$ cat src/rtl/acc_cpu_sequencer.sv
// ---------------------------------------------------------------------------
// acc_cpu_sequencer
// Multi-cycle fetch/wait/execute sequencer for the 8-bit accumulator core.
// Each instruction occupies three cycles: FETCH drives the program memory
// read, WAIT captures the returned word into the instruction register, and
// EXEC decodes it, strobes the datapath and advances the program counter.
// Datapath controls are combinational from state and ir so that an
// asynchronous reset removes any write strobe in the same instant.
// ---------------------------------------------------------------------------
module acc_cpu_sequencer #(
    parameter int              PC_W     = 8,
    parameter logic [PC_W-1:0] RESET_PC = {PC_W{1'b0}}
) (
    input  logic            clk,
    input  logic            rst_n,
    input  logic            start,
    output logic [PC_W-1:0] pmem_addr,
    output logic            pmem_en,
    input  logic [15:0]     pmem_rdata,
    input  logic            cy,
    input  logic            ov,
    input  logic            zf,
    input  logic            sf,
    output logic [2:0]      alu_op,
    output logic [7:0]      imm,
    output logic            acc_we,
    output logic            ce_cy,
    output logic [PC_W-1:0] pc,
    output logic            halted
);

    typedef enum logic [2:0] {
        ST_IDLE  = 3'd0,
        ST_FETCH = 3'd1,
        ST_WAIT  = 3'd2,
        ST_EXEC  = 3'd3,
        ST_HALT  = 3'd4
    } state_t;

    localparam logic [3:0] OP_NOP  = 4'd0;
    localparam logic [3:0] OP_LDI  = 4'd1;
    localparam logic [3:0] OP_ADD  = 4'd2;
    localparam logic [3:0] OP_SUB  = 4'd3;
    localparam logic [3:0] OP_AND  = 4'd4;
    localparam logic [3:0] OP_OR   = 4'd5;
    localparam logic [3:0] OP_XOR  = 4'd6;
    localparam logic [3:0] OP_JMP  = 4'd7;
    localparam logic [3:0] OP_JCC  = 4'd8;
    localparam logic [3:0] OP_HALT = 4'd15;

    state_t          state_r;
    logic [PC_W-1:0] pc_r;
    logic [15:0]     ir_r;
    logic            pmem_en_r;
    logic            halted_r;

    logic [3:0]      opcode_s;
    logic [3:0]      cond_s;
    logic            cond_true_s;
    logic [PC_W-1:0] target_s;
    logic [PC_W-1:0] pc_plus1_s;
    logic [PC_W-1:0] next_pc_s;
    logic [2:0]      alu_op_s;
    logic [7:0]      imm_s;
    logic            acc_we_s;
    logic            ce_cy_s;

    // Condition-code evaluation against the current flag inputs; 9-15 never taken.
    function automatic logic cond_eval(
        input logic [3:0] c,
        input logic       f_cy,
        input logic       f_ov,
        input logic       f_zf,
        input logic       f_sf
    );
        logic r;
        case (c)
            4'd0:    r = f_zf;
            4'd1:    r = ~f_zf;
            4'd2:    r = f_cy;
            4'd3:    r = ~f_cy;
            4'd4:    r = f_ov;
            4'd5:    r = ~f_ov;
            4'd6:    r = f_sf;
            4'd7:    r = ~f_sf;
            4'd8:    r = 1'b1;
            default: r = 1'b0;
        endcase
        return r;
    endfunction

    assign opcode_s    = ir_r[15:12];
    assign cond_s      = ir_r[11:8];
    assign cond_true_s = cond_eval(cond_s, cy, ov, zf, sf);
    assign pc_plus1_s  = pc_r + {{(PC_W-1){1'b0}}, 1'b1};

    // The 8-bit target field is fitted to the program counter width.
    generate
        if (PC_W > 8) begin : g_tgt_wide
            assign target_s = {{(PC_W-8){1'b0}}, ir_r[7:0]};
        end else if (PC_W == 8) begin : g_tgt_same
            assign target_s = ir_r[7:0];
        end else begin : g_tgt_narrow
            assign target_s = ir_r[PC_W-1:0];
        end
    endgenerate

    // Program counter value committed at the end of EXEC.
    always_comb begin
        next_pc_s = pc_plus1_s;
        case (opcode_s)
            OP_JMP: next_pc_s = target_s;
            OP_JCC: begin
                if (cond_true_s) begin
                    next_pc_s = target_s;
                end else begin
                    next_pc_s = pc_plus1_s;
                end
            end
            default: next_pc_s = pc_plus1_s;
        endcase
    end

    // Datapath strobes decoded from ir, forced low outside EXEC.
    always_comb begin
        alu_op_s = 3'd0;
        imm_s    = 8'd0;
        acc_we_s = 1'b0;
        ce_cy_s  = 1'b0;
        if (state_r == ST_EXEC) begin
            imm_s = ir_r[7:0];
            case (opcode_s)
                OP_LDI: begin
                    alu_op_s = 3'd0;
                    acc_we_s = 1'b1;
                end
                OP_ADD: begin
                    alu_op_s = 3'd1;
                    acc_we_s = 1'b1;
                    ce_cy_s  = 1'b1;
                end
                OP_SUB: begin
                    alu_op_s = 3'd2;
                    acc_we_s = 1'b1;
                    ce_cy_s  = 1'b1;
                end
                OP_AND: begin
                    alu_op_s = 3'd3;
                    acc_we_s = 1'b1;
                end
                OP_OR: begin
                    alu_op_s = 3'd4;
                    acc_we_s = 1'b1;
                end
                OP_XOR: begin
                    alu_op_s = 3'd5;
                    acc_we_s = 1'b1;
                end
                OP_NOP: begin
                    alu_op_s = 3'd0;
                end
                default: begin
                    // JMP, JCC, HALT and reserved opcodes drive no strobes.
                    alu_op_s = 3'd0;
                end
            endcase
        end else begin
            imm_s = 8'd0;
        end
    end

    // Sequencer FSM with registered program-memory enable and halted flag.
    always_ff @(posedge clk or negedge rst_n) begin
        if (!rst_n) begin
            state_r   <= ST_IDLE;
            pc_r      <= RESET_PC;
            ir_r      <= 16'd0;
            pmem_en_r <= 1'b0;
            halted_r  <= 1'b1;
        end else begin
            case (state_r)
                ST_IDLE, ST_HALT: begin
                    if (start) begin
                        state_r   <= ST_FETCH;
                        pmem_en_r <= 1'b1;
                        halted_r  <= 1'b0;
                    end else begin
                        pmem_en_r <= 1'b0;
                        halted_r  <= 1'b1;
                    end
                end
                ST_FETCH: begin
                    state_r   <= ST_WAIT;
                    pmem_en_r <= 1'b0;
                end
                ST_WAIT: begin
                    ir_r    <= pmem_rdata;
                    state_r <= ST_EXEC;
                end
                ST_EXEC: begin
                    pc_r <= next_pc_s;
                    if (opcode_s == OP_HALT) begin
                        state_r   <= ST_HALT;
                        pmem_en_r <= 1'b0;
                        halted_r  <= 1'b1;
                    end else begin
                        state_r   <= ST_FETCH;
                        pmem_en_r <= 1'b1;
                    end
                end
                default: begin
                    state_r   <= ST_IDLE;
                    pmem_en_r <= 1'b0;
                    halted_r  <= 1'b1;
                end
            endcase
        end
    end

    assign pmem_addr = pc_r;
    assign pmem_en   = pmem_en_r;
    assign pc        = pc_r;
    assign halted    = halted_r;
    assign alu_op    = alu_op_s;
    assign imm       = imm_s;
    assign acc_we    = acc_we_s;
    assign ce_cy     = ce_cy_s;

endmodule
$ cat config.mk
export PLATFORM = sky130hd
export DESIGN_NAME = acc_cpu_sequencer
export DESIGN_NICKNAME = d
export VERILOG_FILES = /design/src/rtl/acc_cpu_sequencer.sv
export SDC_FILE = /design/constraint.sdc
export NUM_CORES = 1
export LEC_CHECK = 0
export BUFFER_PORTS_ARGS = -buffer_cell sky130_fd_sc_hd__buf_2
export CAP_MARGIN = 20
export CORE_ASPECT_RATIO = 0.75
export CORE_UTILIZATION = 40
export CTS_BUF_LIST = sky130_fd_sc_hd__clkbuf_2 sky130_fd_sc_hd__clkbuf_4 sky130_fd_sc_hd__clkbuf_8
export CTS_CLUSTER_SIZE = 16
export DETAILED_ROUTE_END_ITERATION = 16
export SLEW_MARGIN = 20
export SYNTH_ARGS = -nofsm -noshare
export SYNTH_HDL_FRONTEND = slang
export SYNTH_SLANG_ARGS = --single-unit
$ cat constraint.sdc
create_clock -name clk -period 1.8 [get_ports clk]
set_input_delay 0.36 -clock clk [delete_from_list [all_inputs] [get_ports clk]]
set_output_delay 0.36 -clock clk [all_outputs]
set_load 0.005 [all_outputs]
==> reports/qor.yml <==
status: "finished clean"
drc_errors: 0
finalCritPeriodShare_pct: 97.68
period_needed_ns: 1.758
worstSetupPathType: "reg2out"
postRouteAntennaNets: 0
grt_usage_pct: 19.69
worstMarginPinSlew_ns: 0.6632
via_per_inst: 5.197
worstPathRequired_ns: 1.44
yosysTopAreaCell: "dfrtp_1"
io_pins: 54
clk_pin_slew_ns: 0.06
ys_seq_area_share_pct: 40.52
powerDensity_nw_per_um2: 1948
final_util_pct: 57.04
maxCapViolCount: 0
rsz0062_at_grt: "yes"
die_x_um: 79.34
cts_buffers: 5
wire_per_inst_um: 13.82
wl_met1_mm: 2.147
setup_viol: 0
final_max_slew_viol_count: 0
gp_congestion: 0.7803
drive_gt1_share_pct: 48.59
core_area_um2: 4179
path_max_fanout: 17
max_slew_margin_pct: 55.79
cts_tree: "built"
fin_setup_tns_ns: 0
synth_warnings: 0
synthArstFlopShare_pct: 100.0
die_area_um2: 4760
drtIter0Drc: 114
leakagePower_nw: 1.076
dp_hpwl_mm: 2.980
synth_area_um2: 1794
post_synth.cell_area_avg_um2: 9.804
synth.distinct_cells: 43
antenna_found_initial: 0
cts_sinks: 29
die_height_um: 60
routed.top_layer: "met4"
ys_ff_latch: 29
ir_drop_v: 0.0009404
critical_path_arrival_ns: 1.40
io_buffers: 53
num_vias: 1580
syn_inst: 183
grt_pass1_vias: 1461
syn-num-nets: 207
n_antenna_cell: 0
synth.top_cell.area_share_pct: 39.05
overflow: 0
rows: 20
hold_viol: 0
endpoint_kind: "output port"
met2_length_mm: 1.681
drt_pre_antenna_iters: 4
fin_skew_ns: 0.005934
grt_max_degree: 30
root_buffer: "clkbuf_8"
synth.area.top_cells: "dfrtp_1, mux2_2, buf_4"
initial_core_util_pct: 42.93
synthFlopType: "dfrtp_1"
routed_wl_mm: 4.202
h-tree-depth: 2
p_total_w: 0.004643
dr_wl_met3_um: 312
worstSkewPairLatency_ns: 0.28
clock_path_buffers: 2
hp-class: "in2async"
synth-edff-count: 0
nNetsFinal: 272
fillers: 383
grt_pass1_wl_mm: 6.872
max_freq_mhz: 568.7
worst_setup_path_start_kind: "register"
areaGrowthSynthToFinish_pct: 32.85
==> cell usage after synthesis (2+ instances only) <==
cell / n
o221ai_1: 4
mux2i_1: 5
a21o_1: 2
o21ai_1: 2
buf_2: 6
a31oi_1: 2
nand3_1: 5
xnor2_1: 6
clkbuf_1: 3
nor2_1: 11
nor4_1: 2
nand2_1: 12
buf_4: 9
nor3_1: 7
nand3b_1: 4
and3_1: 4
a32oi_1: 2
o211ai_1: 2
xor2_1: 2
inv_1: 5
dfrtp_1: 28
a221oi_1: 3
a21oi_1: 7
o21ai_0: 5
mux2_2: 18
nor3b_1: 3
and2_1: 8
==> report_power, final <==
group          switching (W)  internal, W
registers           0.000418      0.00101
clock network       0.000246     0.000466
logic                0.00115      0.00136
==> cell type report <==
| class | instances | area [µm²] | area share [%] |
|---|---|---|---|
| multi-input cells | 131 | 987.2 | 41.42 |
| repair buffers | 76 | 454.2 | 19.06 |
| clock inverters | 1 | 30.03 | 1.260 |
| flip-flops and latches | 29 | 734.5 | 30.81 |
| clock buffers | 7 | 90.09 | 3.780 |
| inverters | 5 | 18.77 | 0.7874 |
| well taps | 55 | 68.82 | 2.887 |
==> layout by cell type, fill, tap and decap left out, types with 6 or more instances in the layout <==
cell      netlist  final
buf_2           6     53
and2_1          8      8
clkbuf_8        0      6
a21oi_1         7      7
nor2_1         11     10
buf_4           9     21
dfrtp_2         0      6
dfrtp_1        28     22
nand2_1        12     11
mux2_2         18     18
nor3_1          7      7
xnor2_1         6      6
==> worst paths after layout <==
kind                               start          to  slack, ns  cells after the start
setup reg to reg                ir_r[14]       pc[6]       0.11                      6
max in group asynchronous          rst_n    ir_r[13]       1.21                      1
hold / removal                     rst_n  state_r[1]       0.11                      1
setup / recovery              state_r[2]      imm[7]       0.04                      4
min in group clk           pmem_rdata[5]     ir_r[5]       0.31                      2
hold reg to reg                  pmem_en     pmem_en       0.51                      1
==> cell families (layout without fill, tap and decap cells) <==
logic type | after synthesis | in the layout | share of synthesized area [%]
compound gates | 35 | 35 | 13.60
xor+xnor | 8 | 8 | 3.905
fa+ha+maj | 1 | 1 | 0.6972
buf+inv | 23 | 89 | 7.113
flops | 29 | 29 | 40.52
mux | 23 | 23 | 14.09
simple gates | 64 | 64 | 20.08
==> worst max-delay path, stage by stage, from the launching register on <==
cell and delay, ns:
dfrtp_2 0.45, and3b_2 0.27, buf_12 0.14, and2_1 0.14, buf_2 0.11
==> stage by stage <==
step                setup slack (ns)  instance area (µm²)  std cells  hold WS (ns)
finish                       0.04171                 2384        304        0.1052
global route                -0.05123                 2384        304        0.1498
CTS                          0.02029                 2305        299        0.1301
detailed placement           0.05849                 2152        289        0.4442
global placement             0.08896                 2152        289        0.4340
floorplan                     0.1217                 1794        183       0.06441
==> repair_timing <==
| item | 4_1_cts | 5_1_grt |
|---|---|---|
| endpoints found under the setup margin | 4 | 17 |
| pin swaps | 2 | 2 |
| hold buffers | 0 | 0 |
| buffers inserted | 2 | 5 |
| gates cloned | 0 | 0 |
| gates resized for setup | 5 | 15 |
==> routing by layer <==
layer	vias up	GRT usage (%)
met4	0	9.610
met3	8	5.038
li1	783	-
met1	730	29.09
met5	-	0
met2	59	26.35
==> sequential cells by signal, summed over array words and instances, names as in the netlist <==
register,flops
state_r,3
pc,8
pmem_en,1
ir_r,16
halted,1
(Power assumes the default switching activity.)
